===== src/rtl/spi_cmd_sequencer.sv =====
`default_nettype none
// ============================================================================
//  Module      : spi_cmd_sequencer
//  Description : Frame scheduler between the host command list and the SPI
//                sensor shifter. Issues the stored command list once per
//                sample frame, tags each response with its list index,
//                paces frames with a minimum period and flags overruns.
//  Revision    : 1.0 - initial release
// ============================================================================
module spi_cmd_sequencer #(
    parameter int  CMD_DEPTH = 32,
    parameter int  CMD_W     = 16,
    parameter int  CNT_W     = 16,
    localparam int AW        = $clog2(CMD_DEPTH)
) (
    input  logic             clk,
    input  logic             reset,
    input  logic             cfg_we,
    input  logic [AW-1:0]    cfg_addr,
    input  logic [CMD_W-1:0] cfg_data,
    input  logic [AW:0]      cfg_len,
    input  logic [CNT_W-1:0] cfg_period,
    input  logic [CNT_W-1:0] cfg_frames,
    input  logic             start,
    input  logic             stop,
    output logic             spi_cmd_valid,
    output logic [CMD_W-1:0] spi_cmd_data,
    input  logic             spi_cmd_ready,
    input  logic             spi_rsp_valid,
    input  logic [CMD_W-1:0] spi_rsp_data,
    output logic             rsp_valid,
    output logic [CMD_W-1:0] rsp_data,
    output logic [AW-1:0]    rsp_index,
    output logic             rsp_last,
    output logic             frame_strobe,
    output logic             busy,
    output logic [CNT_W-1:0] frame_count,
    output logic             overrun
);

    typedef enum logic [1:0] {
        S_IDLE        = 2'd0,
        S_ISSUE       = 2'd1,
        S_WAIT_RSP    = 2'd2,
        S_WAIT_PERIOD = 2'd3
    } state_t;

    state_t           r_state;
    logic [CMD_W-1:0] r_list [CMD_DEPTH];
    logic [AW-1:0]    r_idx;
    logic [AW:0]      r_len;
    logic [CNT_W-1:0] r_period;
    logic [CNT_W-1:0] r_frames;
    logic [CNT_W-1:0] r_period_cnt;
    logic [CNT_W-1:0] r_frame_count;
    logic             r_stop_pending;
    logic             r_overrun;
    logic             r_busy;
    logic             r_frame_strobe;
    logic             r_cmd_valid;
    logic [CMD_W-1:0] r_cmd_data;
    logic             r_rsp_valid;
    logic [CMD_W-1:0] r_rsp_data;
    logic [AW-1:0]    r_rsp_index;
    logic             r_rsp_last;

    logic [AW-1:0]    w_idx_next;
    logic [CNT_W-1:0] w_period_thr;
    logic             w_period_done;
    logic             w_last;
    logic             w_list_done;
    logic             w_frame_end;
    logic             w_finish;

    assign w_idx_next    = r_idx + AW'(1);
    // Periods of 0 and 1 both collapse to a threshold of 0 (back-to-back frames).
    assign w_period_thr  = (r_period == '0) ? '0 : r_period - 1'b1;
    assign w_period_done = (r_period_cnt >= w_period_thr);
    assign w_last        = ({1'b0, r_idx} == (r_len - 1'b1));
    assign w_list_done   = (r_state == S_WAIT_RSP) && spi_rsp_valid && w_last;
    // A list that finishes at or past the threshold ends the frame immediately,
    // skipping WAIT_PERIOD, so the next frame starts on the following cycle.
    assign w_frame_end   = (w_list_done && w_period_done) ||
                           ((r_state == S_WAIT_PERIOD) && w_period_done);
    // A stop arriving on the frame-end cycle still counts for this frame.
    assign w_finish      = r_stop_pending || stop ||
                           ((r_frames != '0) && (r_frame_count == r_frames));

    // Command list storage: host writes only while idle, contents survive reset.
    always_ff @(posedge clk) begin
        if (cfg_we && (r_state == S_IDLE)) begin
            r_list[cfg_addr] <= cfg_data;
        end
    end

    // Sequencer FSM with period/frame counters and registered outputs.
    always_ff @(posedge clk) begin
        if (reset) begin
            r_state        <= S_IDLE;
            r_idx          <= '0;
            r_len          <= '0;
            r_period       <= '0;
            r_frames       <= '0;
            r_period_cnt   <= '0;
            r_frame_count  <= '0;
            r_stop_pending <= 1'b0;
            r_overrun      <= 1'b0;
            r_busy         <= 1'b0;
            r_frame_strobe <= 1'b0;
            r_cmd_valid    <= 1'b0;
            r_cmd_data     <= '0;
            r_rsp_valid    <= 1'b0;
            r_rsp_data     <= '0;
            r_rsp_index    <= '0;
            r_rsp_last     <= 1'b0;
        end else begin
            r_frame_strobe <= 1'b0;
            r_rsp_valid    <= 1'b0;

            if ((r_state != S_IDLE) && (r_period_cnt != '1)) begin
                r_period_cnt <= r_period_cnt + 1'b1;
            end
            if ((r_state != S_IDLE) && stop) begin
                r_stop_pending <= 1'b1;
            end

            case (r_state)
                S_IDLE: begin
                    if (start && (cfg_len != '0)) begin
                        r_len          <= cfg_len;
                        r_period       <= cfg_period;
                        r_frames       <= cfg_frames;
                        r_overrun      <= 1'b0;
                        r_stop_pending <= 1'b0;
                        r_frame_count  <= CNT_W'(1);
                        r_period_cnt   <= '0;
                        r_idx          <= '0;
                        r_cmd_data     <= r_list[0];
                        r_cmd_valid    <= 1'b1;
                        r_frame_strobe <= 1'b1;
                        r_busy         <= 1'b1;
                        r_state        <= S_ISSUE;
                    end
                end
                S_ISSUE: begin
                    if (spi_cmd_ready) begin
                        r_cmd_valid <= 1'b0;
                        r_state     <= S_WAIT_RSP;
                    end
                end
                S_WAIT_RSP: begin
                    if (spi_rsp_valid) begin
                        r_rsp_valid <= 1'b1;
                        r_rsp_data  <= spi_rsp_data;
                        r_rsp_index <= r_idx;
                        r_rsp_last  <= w_last;
                        if (w_last) begin
                            if (w_period_done) begin
                                r_overrun <= 1'b1;
                            end else begin
                                r_state <= S_WAIT_PERIOD;
                            end
                        end else begin
                            r_idx       <= w_idx_next;
                            r_cmd_data  <= r_list[w_idx_next];
                            r_cmd_valid <= 1'b1;
                            r_state     <= S_ISSUE;
                        end
                    end
                end
                default: begin
                    // S_WAIT_PERIOD: frame end handled below
                end
            endcase

            if (w_frame_end) begin
                if (w_finish) begin
                    r_stop_pending <= 1'b0;
                    r_busy         <= 1'b0;
                    r_state        <= S_IDLE;
                end else begin
                    r_frame_count  <= r_frame_count + 1'b1;
                    r_period_cnt   <= '0;
                    r_idx          <= '0;
                    r_cmd_data     <= r_list[0];
                    r_cmd_valid    <= 1'b1;
                    r_frame_strobe <= 1'b1;
                    r_state        <= S_ISSUE;
                end
            end
        end
    end

    assign spi_cmd_valid = r_cmd_valid;
    assign spi_cmd_data  = r_cmd_data;
    assign rsp_valid     = r_rsp_valid;
    assign rsp_data      = r_rsp_data;
    assign rsp_index     = r_rsp_index;
    assign rsp_last      = r_rsp_last;
    assign frame_strobe  = r_frame_strobe;
    assign busy          = r_busy;
    assign frame_count   = r_frame_count;
    assign overrun       = r_overrun;

endmodule
`default_nettype wire


===== config.mk =====
export PLATFORM = sky130hd
export DESIGN_NAME = spi_cmd_sequencer
export DESIGN_NICKNAME = d
export VERILOG_FILES = /design/src/rtl/spi_cmd_sequencer.sv
export SDC_FILE = /design/constraint.sdc
export NUM_CORES = 1
export LEC_CHECK = 0
export BUFFER_PORTS_ARGS = -buffer_cell sky130_fd_sc_hd__buf_2
export CORE_UTILIZATION = 61
export CTS_CLUSTER_DIAMETER = 100
export DETAILED_ROUTE_END_ITERATION = 6
export GPL_ROUTABILITY_DRIVEN = 0
export MAX_ROUTING_LAYER = met4
export PLACE_DENSITY = 0.8
export SLEW_MARGIN = 20
export SYNTH_ARGS = -nofsm -noshare
export SYNTH_HDL_FRONTEND = slang
export SYNTH_SLANG_ARGS = --single-unit

===== constraint.sdc =====
create_clock -name clk -period 5.4 [get_ports clk]
set_clock_uncertainty 0.2 [all_clocks]
set_input_delay 1.08 -clock clk [delete_from_list [all_inputs] [get_ports clk]]
set_output_delay 1.08 -clock clk [all_outputs]
set_load 0.01 [all_outputs]

## Word-level counts from Yosys, hierarchy flattened

Memories as Yosys holds them, arrays and structs flattened.
Cells that the tools add are included.
Widths: inputs -> output; s select.

| word-level totals | value |
|---|---|
| register bits | 121 |
| bits in writable memories | 512 |
| output and inout bits | 59 |
| memories | 1 |

Memory list:

| memory | words | width | read ports | clocked after Yosys merged registers in | wr ports | RTL line | source |
|---|---|---|---|---|---|---|---|
| r_list | 32 | 16 | 2 | 0 | 1 | 49 | `logic [CMD_W-1:0] r_list [CMD_DEPTH];` |

| operators by class | value |
|---|---|
| add/sub/neg operators | 5 |
| magnitude comparators | 1 |
| equality and inequality tests | 14 |
| muxes and demuxes | 58 |
| bitwise gates (word level) | 1 |
| reduce and logical (&&, ||, !) cells | 24 |

Operators by type and width:

| kind | number |
|---|---|
| $mux 16 | 15 |
| $add 16x1->16 const B | 2 |
| $pmux 16 s2 | 1 |
| $mux 1 | 27 |
| $mux 5 | 5 |
| $eq 16x16->1 | 1 |
| $ge 16x16->1 | 1 |
| $logic_not 16->1 | 1 |
| $ne 16x16->1 const B | 1 |
| $reduce_bool 16->1 | 1 |
| $sub 16x1->16 const B | 1 |
| $mux 2 | 6 |
| $pmux 5 s2 | 1 |
| $reduce_and 5->1 | 2 |
| $logic_and 1x1->1 | 9 |
| $eq 5x6->1 | 1 |
| $ne 2x2->1 const B | 3 |
| $ne 3x3->1 const B | 2 |
| $pmux 2 s3 | 1 |
| $reduce_bool 6->1 | 1 |
| $sub 6x1->6 const B | 1 |
| $add 5x1->5 const B | 1 |
| $eq 2x2->1 const B | 2 |
| $ne 4x4->1 const B | 1 |
| other kinds (12) | 16 |

## Depth between registers and ports, before layout

Gate-level depths: netlist of run 1.

| depth | value |
|---|---|
| depth in word-level cells | 8 |
| depth in mapped cells | 16 |
| mapped depth without buffers | 14 |

## Worst setup path before layout of run 1

Ideal clock, no wire load.

| timing | value |
|---|---|
| path type | flip-flop to flip-flop |
| from | register r_period[6] |
| to | register r_state[0] |
| library setup time | 0.130 ns |
| data arrival time | 3.898 ns |
| data required time | 5.070 ns |
| path slack | 1.171 ns |
| stages on the path, launching flop included | 16 |
| period minus slack after synthesis | 4.229 ns |
| cells stage by stage | dfxtp_1 -> or4_1 -> nor4_1 -> nand2b_1 -> nor2_1 -> nand4b_1 -> clkbuf_1 -> nand2_1 -> ha_1 -> a21o_1 -> a21oi_1 -> nand3_1 -> o31ai_1 -> a21oi_1 -> a2111oi_0 -> nor3_1 |

| between the ends | value |
|---|---|
| longest elaborated chain between the ends | 7 |
| elaborated cells on any way between the ends | 14 |

RTL lines:

| element | RTL line | source |
|---|---|---|
| start, declared | 52 | `logic [CNT_W-1:0] r_period;` |
| start signal, assigned | 131 | `r_period <= cfg_period;` |
| $sub 16x1->16 or $logic_not 16->1 (tied branches) | 77 | `assign w_period_thr = (r_period == '0) ? '0 : r_period - 1'b1;` |
| $mux 16 (*) | 77 |  |
| $ge 16x16->1 (*) | 78 | `assign w_period_done = (r_period_cnt >= w_period_thr);` |
| $logic_and 1x1->1, on equally long branches | 83, 84 |  |
| $logic_or 1x1->1 | 83 | `assign w_frame_end = (w_list_done && w_period_done) \|\|` |
| $ne 4x4->1 (no line), or another cell as far along | n/a |  |
| $reduce_and 5->1 (no line) | n/a |  |
| end signal, assigned | 99 | `r_state <= S_IDLE;` |
| end signal, assigned | 142 | `r_state <= S_ISSUE;` |
| end signal, assigned | 148 | `r_state <= S_WAIT_RSP;` |
| end, declared | 48 | `state_t r_state;` |

Mark *: on every way between the ends. The rest lies on a longest branch, timed or not.
A chain may end at the register's enable or synchronous reset.

## Worst setup path after layout of run 1

| timing | value |
|---|---|
| from | register r_period[6] |
| to | register r_cmd_data[1] (netlist: spi_cmd_data[1]) |

| between the ends | value |
|---|---|
| longest elaborated chain between the ends | 6 |
| elaborated cells on any way between the ends | 8 |

RTL lines:

| element | RTL line | source |
|---|---|---|
| $sub 16x1->16 or $logic_not 16->1 (tied branches) | 77 |  |
| $mux 16 (*) | 77 |  |
| $ge 16x16->1 (*) | 78 |  |
| $logic_and 1x1->1, on equally long branches | 83, 84 |  |
| $logic_or 1x1->1 (*) | 83 |  |
| $mux 16 (*) | 176 | `if (w_frame_end) begin` |
| end signal, assigned | 138 | `r_cmd_data <= r_list[0];` |
| end signal, assigned | 165 | `r_cmd_data <= r_list[w_idx_next];` |
| end signal, assigned | 185 | `r_cmd_data <= r_list[0];` |
| end, declared | 61 | `logic [CMD_W-1:0] r_cmd_data;` |

Marked as above.

==> flow_metrics.py, run 1 <==
metrics = {
    "cts": {
        "cts_max_path_buffers": 3,
        "clk_latency_ps": 640,
        "clkSinkCount": 633,
        "cts_tree": "yes",
        "clkTransAtPathRegs_ps": 60,
        "clock_buffers_created_by_tritoncts": 60,
        "htree_levels": 2,
        "post-cts-setup-buffers": 0,
        "cts.root.buffer_cell": "sky130_fd_sc_hd__clkbuf_16",
    },
    "critical_path": {
        "largest_fanout_on_the_critical_path": 23,
        "ordered_list_of_cells_on_the_worst_path": "or4_1 > nor4_1 > nand2b_1 > nor2_1 > nand4b_1 > nand2_1 > ha_1 > a21o_1 > a21oi_1 > nand3_1 > o31a_1 > o211ai_2 > buf_4 > nand2_2 > o2bb2ai_1",
        "cp_top_family": "simple AND/OR/NAND/NOR gates",
        "worst_setup_path_end_kind": "register",
        "worst-setup-path-type": "register to register",
        "crit_path_max_incr_delay_ps": 600,
        "worst_r2r_endpoint": "spi_cmd_data[1]",
        "worst_path_max_delay_cell": "sky130_fd_sc_hd__or4_1",
        "worst-endpoint-required_ps": 5740,
        "crit-reg2reg-launch": "r_period[6]",
        "worst_setup_path_startpoint": "r_period[6]",
        "worst_r2r_path_cells": 15,
        "endpoint": "spi_cmd_data[1]",
        "rrSetupSlack_ps": 570,
        "worst_setup_path_start_kind": "register",
        "crit_cells": 15,
        "crit_arrival_ps": 5170,
        "critical_path_buf_inv_count": 1,
    },
    "final_layout": {
        "post_route_cells_drive_above_1_share_pct": 22.8,
        "multi_input_area_um2": 7460,
        "fill_cell_instance_count_of_the_final_layout": 2522,
        "nets": 1910,
        "sequential_cell_area_um2": 17800,
        "area_growth_from_synthesis_to_layout_pct": 13.4,
        "num_antenna_cells": 0,
        "fin_cells": 2380,
        "final_core_utilization_pct": 70.6,
    },
    "sta": {
        "finalSetupViolCount": 0,
        "fin_crit_ps": 4830,
        "setup_tns_ps": 0,
        "worst_margin_slew_ps": 1080,
        "finalCritPeriodShare_pct": 89.4,
        "final_max_slew_viols": 0,
        "timing.hold.ws_ps": 254,
        "hold_viol": 0,
        "max_clock_freq_ghz": 0.207,
        "timing.max_slew.rel_slack_pct": 28.1,
        "unrepaired_setup_endpoints_after_global_routing": "no",
    },
    "min_path": {
        "holdCritPathClass": "register to register",
    },
    "global_routing": {
        "use_met2_pct": 47.2,
        "global_route_wire_length_before_repair_mm": 91.9,
        "groute.layer.met1.usage_pct": 38.8,
        "grt_pass1_vias": 15435,
        "grt.total_usage_pct": 29.6,
        "initial_antenna_violation_count": 0,
        "grt_max_degree": 71,
        "globalRoute.busiestLayer": "met2",
        "global_route.usage.met3_pct": 5.18,
        "grt-ovfl-total": 0,
    },
    "outcome": {
        "violations": "DRC",
        "outcome": "finished, violations left",
    },
    "synth": {
        "yosys-top-cells-area": "sky130_fd_sc_hd__edfxtp_1, sky130_fd_sc_hd__mux4_2, sky130_fd_sc_hd__dfxtp_1",
        "seq_area_frac_synth_pct": 69.4,
        "ys_types": 60,
        "post_synth_xor_area_fraction_pct": 1.95,
        "synth_most_common_cell": "sky130_fd_sc_hd__edfxtp_1",
        "ys.warnings.count": 0,
        "synthDominantCellAreaShare_pct": 59.9,
        "dominant_combinational_cell_family_by_area_after_synthesis": "multiplexers",
        "area_share_of_and_or_nand_nor_cells_after_synthesis_pct": 6.95,
        "post_synth_fa_ha_maj_area_fraction_pct": 1.41,
        "postSynthNetCount": 1734,
        "synthArstFlopShare_pct": 0,
        "synth_flop_cell": "sky130_fd_sc_hd__edfxtp_1",
        "synth_compound_area_share_pct": 5.96,
        "postSynthCellCount": 1623,
        "post-synth-top-area-cell": "sky130_fd_sc_hd__edfxtp_1",
        "synth.ff_latch_count": 633,
        "synthesis.area_um2": 25700,
        "yosys-mux-area-fraction_pct": 12.6,
        "postSynthAreaPerCell_um2": 15.8,
        "synth_enable_flop_cells": 512,
        "synthTopCellsByCount": "sky130_fd_sc_hd__edfxtp_1, sky130_fd_sc_hd__nand2_1, sky130_fd_sc_hd__mux4_2, sky130_fd_sc_hd__dfxtp_1, sky130_fd_sc_hd__nor2_1",
    },
    "power": {
        "finalPower_mw": 10.7,
        "peak_supply_drop_mv": 0.303,
        "power.density_nw_per_um2": 368,
        "leakage_nw": 9.69,
    },
    "placed_design": {
        "dp.final_hpwl_mm": 36.2,
        "port-buffer-count": 140,
        "place.detailed.instances": 2269,
    },
    "route": {
        "drt-total-wl_mm": 61.3,
        "drt_first_pass_iters": 7,
        "drt-wirelength-per-cell_um": 25.7,
        "detail_route.vias_per_cell": 6.57,
        "detailroute.via_count": 15630,
        "antenna_left": 0,
        "drtIter0Drc": 1717,
        "number_of_remaining_drc_errors": 21,
    },
    "floorplanning": {
        "num_rows": 74,
        "start_util_pct": 62.3,
        "die_h_um": 207,
        "io_pins": 141,
        "die_area_um2": 42900,
        "fp.dieW_um": 207,
        "core_area_um2": 41200,
    },
    "flow_run": {
        "drv.max_cap_violation_count": 0,
    },
}
timing repair:
action | CTS | global route
endpoints found under the setup margin | 0 | 17
hold buffers | 0 | 0
resized for setup | 0 | 1
state kept, by name, summed over array words and instances, names as in the netlist, 2 cells and up:
signal        flops
r_state           2
r_idx             5
rsp_data         16
r_frames         16
r_len             6
r_period         16
r_list          512
spi_cmd_data     16
r_period_cnt     16
frame_count      16
rsp_index         5
placed cells by master, fill, tap and decap left out, types with 12 or more instances in the layout:
cell type	instances
sky130_fd_sc_hd__nor4_1	18
sky130_fd_sc_hd__edfxtp_1	512
sky130_fd_sc_hd__a22oi_1	15
sky130_fd_sc_hd__buf_4	55
sky130_fd_sc_hd__clkbuf_16	60
sky130_fd_sc_hd__mux2i_1	35
sky130_fd_sc_hd__clkinv_1	12
sky130_fd_sc_hd__dfxtp_1	120
sky130_fd_sc_hd__o21ai_0	15
sky130_fd_sc_hd__ha_1	28
sky130_fd_sc_hd__xor2_1	38
sky130_fd_sc_hd__buf_2	140
sky130_fd_sc_hd__a21oi_1	72
sky130_fd_sc_hd__o2bb2ai_1	18
sky130_fd_sc_hd__nor2_1	83
sky130_fd_sc_hd__clkbuf_1	18
sky130_fd_sc_hd__nand2_1	234
sky130_fd_sc_hd__a32oi_1	48
sky130_fd_sc_hd__inv_1	30
sky130_fd_sc_hd__xnor2_1	17
sky130_fd_sc_hd__nand3_1	30
sky130_fd_sc_hd__mux4_2	128
routing by layer:
layer	wire [um]	vias up	share of wire (%)
met4	1940	0	3.2
met3	5920	145	9.7
li1	-	6660	-
met5	0	-	0
met1	23300	7840	38
met2	30100	985	49
worst min-delay path, delay by kind of cell, from the launching register on:
kind / cells / cell delay [ps]
simple gates: 1 / 50
flops: 1 / 310
compound gates: 1 / 50
report_power, final:
group / leakage [nW] / total [mW] / switching (mW) / internal [mW]
sequential: 5.59 / 5.50 / 0.105 / 5.40
clock: 0.927 / 4.12 / 1.78 / 2.33
combinational: 3.17 / 1.09 / 0.690 / 0.402
layout make-up:
class	instances	share of cell area [%]
clock buffers	81	5.53
clock inverters	30	1.08
inverters	30	0.387
multi-input cells	878	25.6
flip-flops and latches	633	61.2
well taps	532	2.29
repair buffers	196	3.90
cells by family (layout without fill, tap and decap cells):
family	count (synthesis)	after routing
DFF	633	633
adders and majority gates	29	29
AOI/OAI and AO/OA	213	213
xor gates and xnor gates	57	57
buffers and inverters	112	337
and+or+nand+nor	416	416
muxes	163	163
how the worst min path moves through the flow:
| stage | from | to | slack [ps] | cells after the start |
|---|---|---|---|---|
| 2_1_floorplan | r_list[0][0] | spi_cmd_data[0] | 250 | 1 |
| 3_3_place_gp | rsp_data[15] | rsp_data[15] | 240 | 2 |
| 3_5_place_dp | rsp_data[2] | rsp_data[2] | 250 | 2 |
| 4_1_cts | rsp_data[8] | rsp_data[8] | 260 | 2 |
| 5_1_grt | rsp_data[8] | rsp_data[8] | 270 | 2 |
| 6_report | rsp_data[8] | rsp_data[8] | 250 | 2 |
through the flow:
step / instance area [um^2] / worst slack [ps]
2_1_floorplan: 25700 / 1170
3_3_place_gp: 27200 / 671
3_5_place_dp: 27200 / 320
4_1_cts: 29100 / 235
5_1_grt: 29100 / 225
6_report: 29100 / 572
(Power assumes the default switching activity.)
==> run 2: changes to the inputs <==
--- a/config.mk
+++ b/config.mk
@@ -10,6 +10,7 @@
 export CTS_CLUSTER_DIAMETER = 100
 export DETAILED_ROUTE_END_ITERATION = 6
 export GPL_ROUTABILITY_DRIVEN = 0
+export GPL_TIMING_DRIVEN = 0
 export MAX_ROUTING_LAYER = met4
 export PLACE_DENSITY = 0.8
 export SLEW_MARGIN = 20
==> run 2 against run 1 <==
Against the previous run:
- first-iteration DRC count is 15% higher
- via count rose by 1.3%
- the flow still finishes with violations (DRC)
- global-route usage is 2.3 points higher
- critical endpoint is now spi_cmd_data[9]
- register-to-register slack lost 70 ps
- clock power increased by 1%
- design area is 0.55% higher
- largest power group unchanged
==> flow_metrics.py, run 2 (synthesis results as in run 1) <==
metrics = {
    "global_routing": {
        "grt-ovfl-total": 0,
        "grt.total_usage_pct": 31.9,
        "grt_pass1_vias": 15696,
        "initial_antenna_violation_count": 0,
        "grt_max_degree": 33,
        "global_route_wire_length_before_repair_mm": 96.6,
    },
    "power": {
        "finalPower_mw": 10.8,
        "peak_supply_drop_mv": 0.317,
        "leakage_nw": 9.68,
        "power.density_nw_per_um2": 370,
    },
    "critical_path": {
        "worst-setup-path-type": "register to register",
        "crit_arrival_ps": 5270,
        "worst-endpoint-required_ps": 5760,
        "rrSetupSlack_ps": 500,
        "crit-reg2reg-launch": "r_period[6]",
        "largest_fanout_on_the_critical_path": 10,
        "worst_r2r_path_cells": 16,
        "worst_r2r_endpoint": "spi_cmd_data[9]",
        "worst_setup_path_start_kind": "register",
        "worst_setup_path_end_kind": "register",
    },
    "cts": {
        "clkTransAtPathRegs_ps": 60,
        "clock_buffers_created_by_tritoncts": 61,
        "cts_resized": 0,
        "htree_levels": 2,
        "post-cts-setup-buffers": 0,
        "clk_latency_ps": 640,
        "cts.root.buffer_cell": "sky130_fd_sc_hd__clkbuf_16",
        "clkSinkCount": 633,
        "cts_max_path_buffers": 3,
        "post_cts_hold_buffer_count": 0,
        "cts_tree": "yes",
    },
    "final_layout": {
        "final_core_utilization_pct": 71.0,
        "fill_cell_instance_count_of_the_final_layout": 2545,
        "post_route_cells_drive_above_1_share_pct": 22.9,
        "area_growth_from_synthesis_to_layout_pct": 14.0,
        "most-common-layout-cells": "sky130_fd_sc_hd__edfxtp_1, sky130_fd_sc_hd__nand2_1, sky130_fd_sc_hd__buf_2",
        "num_antenna_cells": 0,
        "top_register": "r_list",
        "largest_reg_flops": 512,
        "mostFrequentLayoutCell": "sky130_fd_sc_hd__edfxtp_1",
        "nets": 1953,
    },
    "floorplanning": {
        "die_area_um2": 42900,
        "core_area_um2": 41200,
        "die_h_um": 207,
        "start_util_pct": 62.3,
        "fp.dieW_um": 207,
        "num_rows": 74,
        "io_pins": 141,
    },
    "min_path": {
        "worstHoldEndpoint": "rsp_data[2]",
        "min_delay_path_depth": 2,
        "min-delay-start": "rsp_data[2]",
        "holdCritPathClass": "register to register",
    },
    "route": {
        "antenna_left": 0,
        "drtIter0Drc": 1981,
        "drt_first_pass_iters": 7,
        "detailroute.via_count": 15829,
        "number_of_remaining_drc_errors": 19,
        "drt-total-wl_mm": 65.2,
        "detail_route.vias_per_cell": 6.52,
        "drt-wirelength-per-cell_um": 26.9,
    },
    "sta": {
        "final_max_slew_viols": 0,
        "finalSetupViolCount": 0,
        "timing.hold.ws_ps": 252,
        "unrepaired_setup_endpoints_after_global_routing": "no",
        "worst_margin_slew_ps": 1020,
        "worst_slack_ps": 497,
        "finalCritPeriodShare_pct": 90.8,
        "hold_viol": 0,
        "timing.max_slew.rel_slack_pct": 31.3,
        "setup_tns_ps": 0,
        "fin_crit_ps": 4900,
        "max_clock_freq_ghz": 0.204,
    },
    "flow_run": {
        "drv.max_cap_violation_count": 0,
    },
    "outcome": {
        "outcome": "finished, violations left",
        "violations": "DRC",
    },
    "placed_design": {
        "dp.final_hpwl_mm": 42.0,
        "place_worst_setup_slack_ps": 250,
        "port-buffer-count": 139,
    },
}
-- run 2: cell count changes in the layout (fill, tap and decap cells not counted), moves of 2 or more --
cell	change
sky130_fd_sc_hd__nor2_2	+31
sky130_fd_sc_hd__clkinv_2	+3
sky130_fd_sc_hd__buf_6	+17
sky130_fd_sc_hd__buf_4	-54
sky130_fd_sc_hd__buf_2	+19
sky130_fd_sc_hd__clkbuf_16	+2
sky130_fd_sc_hd__nor2_1	-31
sky130_fd_sc_hd__buf_1	+3
sky130_fd_sc_hd__clkbuf_1	+59
sky130_fd_sc_hd__clkbuf_8	-2
-- run 2: critical path, cell delays in order (launching register included) --
cell and delay [ps]:
sky130_fd_sc_hd__dfxtp_1 370, sky130_fd_sc_hd__or4_1 610, sky130_fd_sc_hd__nor4_1 300, sky130_fd_sc_hd__nand2b_1 130, sky130_fd_sc_hd__nor2_1 150, sky130_fd_sc_hd__nand4b_1 290, sky130_fd_sc_hd__clkbuf_1 310, sky130_fd_sc_hd__nand2_1 120
sky130_fd_sc_hd__ha_1 240, sky130_fd_sc_hd__a21o_1 180, sky130_fd_sc_hd__a21o_1 180, sky130_fd_sc_hd__a21oi_2 400, sky130_fd_sc_hd__inv_1 130, sky130_fd_sc_hd__o211ai_2 440, sky130_fd_sc_hd__nand2_1 290, sky130_fd_sc_hd__buf_2 290
sky130_fd_sc_hd__o2bb2ai_1 180
-- run 2: per-stage QoR --
step	cells	area, um^2
6_report	2427	29300
5_1_grt	2427	29300
4_1_cts	2427	29200
3_5_place_dp	2311	27300
3_3_place_gp	2294	27000
2_1_floorplan	1623	25700
-- run 2: cell type report --
type                    count  area (um^2)  area share [%]
plain buffers              82          344            1.18
clock buffers              83         1640            5.61
clock inverters            33          304            1.04
inverters                  30          113           0.385
multi-input cells         878         7500            25.6
flip-flops and latches    633        17800            60.8
well taps                 532          666            2.28
repair buffers            156          891            3.04
-- run 2: where the power goes --
group          total (mW)  switching (mW)  internal (mW)  leakage [nW]
Sequential           5.51           0.109           5.40          5.59
Combinational        1.13           0.725          0.406          3.15
Clock                4.18            1.82           2.37         0.940
Total                10.8            2.65           8.17          9.68
-- run 2: worst max path at each step --
stage,start,endpoint,slack (ps),cells past startpoint
after global placement,r_period[6],r_state[0],380,15
after detailed placement,r_period[6],r_state[0],250,15
after floorplan,r_period[6],r_state[0],1170,15
final,r_period[6],spi_cmd_data[9],500,16
after CTS,r_period[6],r_state[0],240,15
after global routing,r_period[6],r_period_cnt[7],80,16
-- run 2: metal layers --
| metal | track usage [%] | share of wire (%) |
|---|---|---|
| met1 | 40.4 | 36 |
| met2 | 50.0 | 49 |
| met3 | 5.99 | 10 |
| met4 | 15.6 | 5.2 |
| met5 | - | 0 |
